## config.mk

```make
export PLATFORM = sky130hd
export DESIGN_NAME = cpu_core_p
export DESIGN_NICKNAME = d
export VERILOG_FILES = /design/src/rtl/cpu_core_p.sv
export SDC_FILE = /design/constraint.sdc
export NUM_CORES = 1
export LEC_CHECK = 0
export CAP_MARGIN = 30
export CORE_MARGIN = 3
export CORE_UTILIZATION = 43
export DETAILED_ROUTE_END_ITERATION = 8
export GPL_TIMING_DRIVEN = 0
export MAX_ROUTING_LAYER = met4
export SKIP_LAST_GASP = 1
export SYNTH_ARGS = -nofsm -noshare
export SYNTH_HDL_FRONTEND = slang
export SYNTH_SLANG_ARGS = --single-unit
```

## constraint.sdc

```tcl
create_clock -name clk -period 5 [get_ports clk]
set_input_delay 1.25 -clock clk [delete_from_list [all_inputs] [get_ports clk]]
set_output_delay 1.25 -clock clk [all_outputs]
set_load 0.05 [all_outputs]
```

## src/rtl/cpu_core_p.sv

```systemverilog
// Parametrised five-stage (waits/fetcha/fetchb/execa/execb) CPU core driving a synchronous single-port RAM.
// Optional debug port and retired-instruction counter enabled by defining CPU_DBG_EN.
module cpu_core_p #(
  parameter int DATA_W = 8,
  parameter int ADDR_W = 8
) (
  input  logic              clk,
  input  logic              rst,
  input  logic              run,
  input  logic              halt,
  input  logic [DATA_W-1:0] rdata,
  output logic [ADDR_W-1:0] addr,
  output logic [DATA_W-1:0] wdata,
  output logic              rden,
  output logic              wren,
  output logic              waits,
  output logic              fetcha,
  output logic              fetchb,
  output logic              execa,
  output logic              execb,
  output logic [ADDR_W-1:0] pc_out,
  output logic              cflag,
  output logic              zflag
`ifdef CPU_DBG_EN
  ,
  input  logic [2:0]        dbg_sel,
  output logic [DATA_W-1:0] dbg_data,
  output logic [15:0]       retired
`endif
);

  typedef enum logic [2:0] {S_WAITS, S_FETCHA, S_FETCHB, S_EXECA, S_EXECB} stage_t;

  localparam logic [DATA_W:0] ONE = (DATA_W+1)'(1);

  stage_t                  stage, stage_nxt;
  logic [ADDR_W-1:0]       pc;
  logic [DATA_W-1:0]       ir_a, ir_b;
  logic [7:0][DATA_W-1:0]  regs;

  logic [7:0] opc;
  logic [2:0] g, d, ra, rb;
  logic [1:0] s;
  logic       is_hlt, is_ld, is_st, is_jgrp, is_alu, jmp_take;

  assign opc     = ir_a[7:0];
  assign g       = opc[7:5];
  assign s       = opc[4:3];
  assign d       = opc[2:0];
  assign ra      = ir_b[7:5];
  assign rb      = ir_b[4:2];
  assign is_hlt  = (opc == 8'h00);
  assign is_ld   = (g == 3'b000) && (s == 2'b01);
  assign is_st   = (g == 3'b000) && (s == 2'b10);
  assign is_jgrp = (g == 3'b001) && (s == 2'b11);
  assign is_alu  = (g == 3'b100);

  // Only the low byte of ir_a and the register fields of ir_b are decoded.
  logic unused_bits;
  assign unused_bits = ^{ir_a, ir_b};

  always_comb begin
    jmp_take = 1'b0;
    if (is_jgrp) begin
      case (d)
        3'b000:  jmp_take = cflag;
        3'b001:  jmp_take = !cflag;
        3'b010:  jmp_take = zflag;
        3'b011:  jmp_take = !zflag;
        3'b111:  jmp_take = 1'b1;
        default: jmp_take = 1'b0;
      endcase
    end
  end

  // One extra bit captures carry-out on add and borrow on subtract.
  logic [DATA_W:0]   alu_full;
  logic [DATA_W-1:0] op_a, op_b;
  assign op_a = regs[ra];
  assign op_b = regs[rb];

  always_comb begin
    case (s)
      2'b00:   alu_full = {1'b0, op_a} + ONE;
      2'b01:   alu_full = {1'b0, op_a} - ONE;
      2'b10:   alu_full = {1'b0, op_a} + {1'b0, op_b};
      default: alu_full = {1'b0, op_a} - {1'b0, op_b};
    endcase
  end

  always_comb begin
    stage_nxt = stage;
    case (stage)
      S_WAITS:  if (run) stage_nxt = S_FETCHA;
      S_FETCHA: stage_nxt = S_FETCHB;
      S_FETCHB: stage_nxt = S_EXECA;
      S_EXECA:  stage_nxt = S_EXECB;
      S_EXECB:  stage_nxt = (halt || is_hlt) ? S_WAITS : S_FETCHA;
      default:  stage_nxt = S_WAITS;
    endcase
  end

  // RAM strobes are purely a function of stage so reset kills them at once.
  always_comb begin
    addr  = '0;
    wdata = '0;
    rden  = 1'b0;
    wren  = 1'b0;
    case (stage)
      S_FETCHA, S_FETCHB: begin
        addr = pc;
        rden = 1'b1;
      end
      S_EXECA: begin
        if (is_ld) begin
          addr = rdata[ADDR_W-1:0];
          rden = 1'b1;
        end else if (is_st) begin
          addr  = rdata[ADDR_W-1:0];
          wdata = regs[d];
          wren  = 1'b1;
        end
      end
      default: ;
    endcase
  end

  always_ff @(posedge clk or negedge rst) begin
    if (!rst) begin
      stage <= S_WAITS;
      pc    <= '0;
      ir_a  <= '0;
      ir_b  <= '0;
      regs  <= '0;
      cflag <= 1'b0;
      zflag <= 1'b0;
    end else begin
      stage <= stage_nxt;
      case (stage)
        S_FETCHA: pc <= pc + ADDR_W'(1);
        S_FETCHB: begin
          ir_a <= rdata;
          pc   <= pc + ADDR_W'(1);
        end
        S_EXECA: begin
          ir_b <= rdata;
          if (jmp_take) pc <= rdata[ADDR_W-1:0];
        end
        S_EXECB: begin
          if (is_ld) regs[d] <= rdata;
          else if (is_alu) begin
            regs[d] <= alu_full[DATA_W-1:0];
            cflag   <= alu_full[DATA_W];
            zflag   <= (alu_full[DATA_W-1:0] == '0);
          end
        end
        default: ;
      endcase
    end
  end

  assign waits  = (stage == S_WAITS);
  assign fetcha = (stage == S_FETCHA);
  assign fetchb = (stage == S_FETCHB);
  assign execa  = (stage == S_EXECA);
  assign execb  = (stage == S_EXECB);
  assign pc_out = pc;

`ifdef CPU_DBG_EN
  assign dbg_data = regs[dbg_sel];

  always_ff @(posedge clk or negedge rst) begin
    if (!rst) retired <= '0;
    else if (stage == S_EXECB) retired <= retired + 16'd1;
  end
`endif

endmodule
```

==> metrics.cfg <==
[synth]
synth-main-ff-cell=sky130_fd_sc_hd__dfrtp_1
synth_enable_flop_cells=0
netlist_instances=596
post_synth.cell_area_avg_um2=10.2
ys_seq_area_share_pct=37.5
synth_top_area_share_pct=37.5
synth-async-reset-ratio_pct=100
syn_area_mm2=0.00607
ys_top_cells_by_count=sky130_fd_sc_hd__dfrtp_1, sky130_fd_sc_hd__a21oi_1, sky130_fd_sc_hd__nand2_1, sky130_fd_sc_hd__nor2_1, sky130_fd_sc_hd__mux4_2
post-synth-top-count-cell=sky130_fd_sc_hd__dfrtp_1
yosys.area.top_type=sky130_fd_sc_hd__dfrtp_1
synthesis_warnings=0
mappedNetlistNets=620
synthDistinctLibCells=55
flip_flop_and_latch_count_after_synthesis=91
synth.area.top_cells=sky130_fd_sc_hd__dfrtp_1, sky130_fd_sc_hd__mux4_2, sky130_fd_sc_hd__a21oi_1

[placement]
port_buffers=44
place_area_mm2=0.00676
dp_slack_ns=0.204
dp_hpwl_mm=14.5
gpl.final_weighted_congestion=0.934

[critical_path]
critical-path-slowest-cell=sky130_fd_sc_hd__clkdlybuf4s50_1
worst-path-max-fanout=10
crit_path_frequent_cell=sky130_fd_sc_hd__clkbuf_1
cp_data_required_time_ns=3.75
critPathArrivalTime_ns=3.56
path_cells=clkbuf_1 -> clkbuf_1 -> mux4_2 -> nand2_1 -> a21oi_1 -> clkdlybuf4s50_1
highest_cell_delay_on_the_worst_timing_path_ns=0.86
worst-path-buf-inv=3
setup.worst_path.class=register to primary output
worstRegToRegCells=12
reg2reg_slack_ns=0.39
crit_path_start_kind=register
crit_family=buffers and inverters
critical_path_depth=6
worst_setup_path_end_kind=primary output

[layout]
num-nets-final=677
postLayoutCellArea_mm2=0.00708
area_delta_synth_final_pct=16.5
drive_above_1_share_pct=18.1
num_antenna_cells=0

[route]
drt_iter0_markers=573
vias=5285
finalWirelength_mm=19.9
post_drt_via_cell_ratio=6.34
post_drt_wl_per_cell_um=23.8
antenna_violating_nets_post_route=0
dr.pass1.iters=5
drt_drc_violations_left=0

[global_routing]
grt_start_max_net_pins=53
global_route_wire_length_before_repair_mm=31.1
antenna_violations_before_repair=0
first_global_vias=5129
grt_overflow_total=0
global_route.usage.total_pct=26.6

[job]
max-cap-violations=0

[clock_tree]
cts_setup_buffers=0
cts_tree=yes
ctsLongestPathBuffers=2
htree_num_levels=3
root_buffer=sky130_fd_sc_hd__clkbuf_16
clkLatencyLatePin_ns=0.36
clkSlewWorstSetupHoldPaths_ns=0.07
cts_sinks=91
cts_inserted_buffers=9

[sta]
post-route-min-period_ns=4.81
finalHoldViolCount=0
maxSlewViolCount=0
fmaxAchievable_ghz=0.208
rsz0062_at_grt=false
timing.final.crit_share_pct=96.1
timing.clock.skew_ns=0.0155
worst-slew-pin-transition_ns=1.10
finalSetupViolations=0
worst_slew_margin_rel_pct=24.7
final_critical_path_setup_slack_ns=0.193

[die]
core_region_area_mm2=0.0135
die_area_mm2=0.0156
core.rowCount=42
die_height_um=125
floorplan.initialDensity_pct=45.0
io-pin-count=45
die_wd_um=125

[worst_hold_path]
min_delay_path_depth=2
worst_hold_path_type=register to register

[outcome]
status=completed

-- cell families after synthesis --
family	after synthesis	share of synthesized area [%]
simple gates	185	13.7
flops	91	37.5
fa+ha+maj	12	2.60
mux	86	25.3
compound gates	162	16.1
buf+inv	53	3.75
xor+xnor	7	1.01
-- cell type report --
type                    count  area [µm²]
fillers                  1233        6430
inverters                  12        45.0
well taps                 176         220
multi-input cells         452        3580
clock inverters             4        50.0
flip-flops and latches     91        2280
plain buffers              41         183
repair buffers             46         480
clock buffers              12         246
-- metal layers --
metal	vias to the layer above	global-route usage, %	part of all wire [%]
met5	-	-	0
met4	0	9.95	3.1
met3	43	5.19	7.7
met2	233	40.1	47
met1	2674	36.1	43
li1	2335	-	-
-- cell usage in the layout (no fill, tap or decap), drive strengths merged, types with 3 or more instances in the layout --
cell type	synthesis	final
mux2i	15	15
a211o	3	3
a21o	5	5
dfrtp	91	91
nand2b	6	6
mux4	49	49
a31oi	8	8
nand3	6	6
nand2	73	73
nor3	8	8
or3	4	4
o21ai	31	31
clkbuf	20	32
mux2	22	22
a22o	8	8
clkdlybuf4s50	0	43
buf	21	24
inv	12	12
a21oi	75	75
nor4	5	5
o21a	4	4
ha	11	11
o41ai	3	3
or2	3	3
nor2	71	71
xnor2	5	5
o311ai	4	4
o22ai	8	8
-- registers in the layout, indices dropped and copies added, names as in the netlist --
register,count
regs,64
ir_a,8
pc_out,8
ir_b,6
stage,3
cflag,1
zflag,1
-- timing repair --
action                                  4_1_cts  5_1_grt
endpoints found under the setup margin        0        9
gates resized for setup                       0        2
hold buffers                                  0        0
-- stage by stage --
step / util [%] / instances / setup TNS [ns] / hold WS (ns)
5_1_grt: 52.4 / 834 / 0 / 0.575
4_1_cts: 52.2 / 833 / 0 / 0.543
3_5_place_dp: 50.0 / 817 / 0 / 0.529
3_3_place_gp: 49.9 / 816 / -69.05 / 0.512
6_report: 52.4 / 834 / 0 / 0.544
2_1_floorplan: - / 596 / 0 / 0.485
-- tightest hold or removal path: cells and delay by family (launching register included) --
| kind | cells | cell delay (ns) |
|---|---|---|
| flops | 1 | 0.38 |
| compound gates | 1 | 0.07 |
| simple gates | 1 | 0.06 |
-- worst paths after layout --
kind                            end     from
hold reg to reg             regs[7]  regs[7]
min in group asynchronous  regs[12]      rst
setup / recovery           wdata[2]  ir_a[1]
max in group asynchronous  regs[26]      rst
hold / removal              regs[7]  regs[7]
setup reg to reg           regs[14]  ir_b[5]
Power is left out: the tool's default activity adds up to more than one toggle a clock period on the data nets, which glitch-free logic cannot reach.
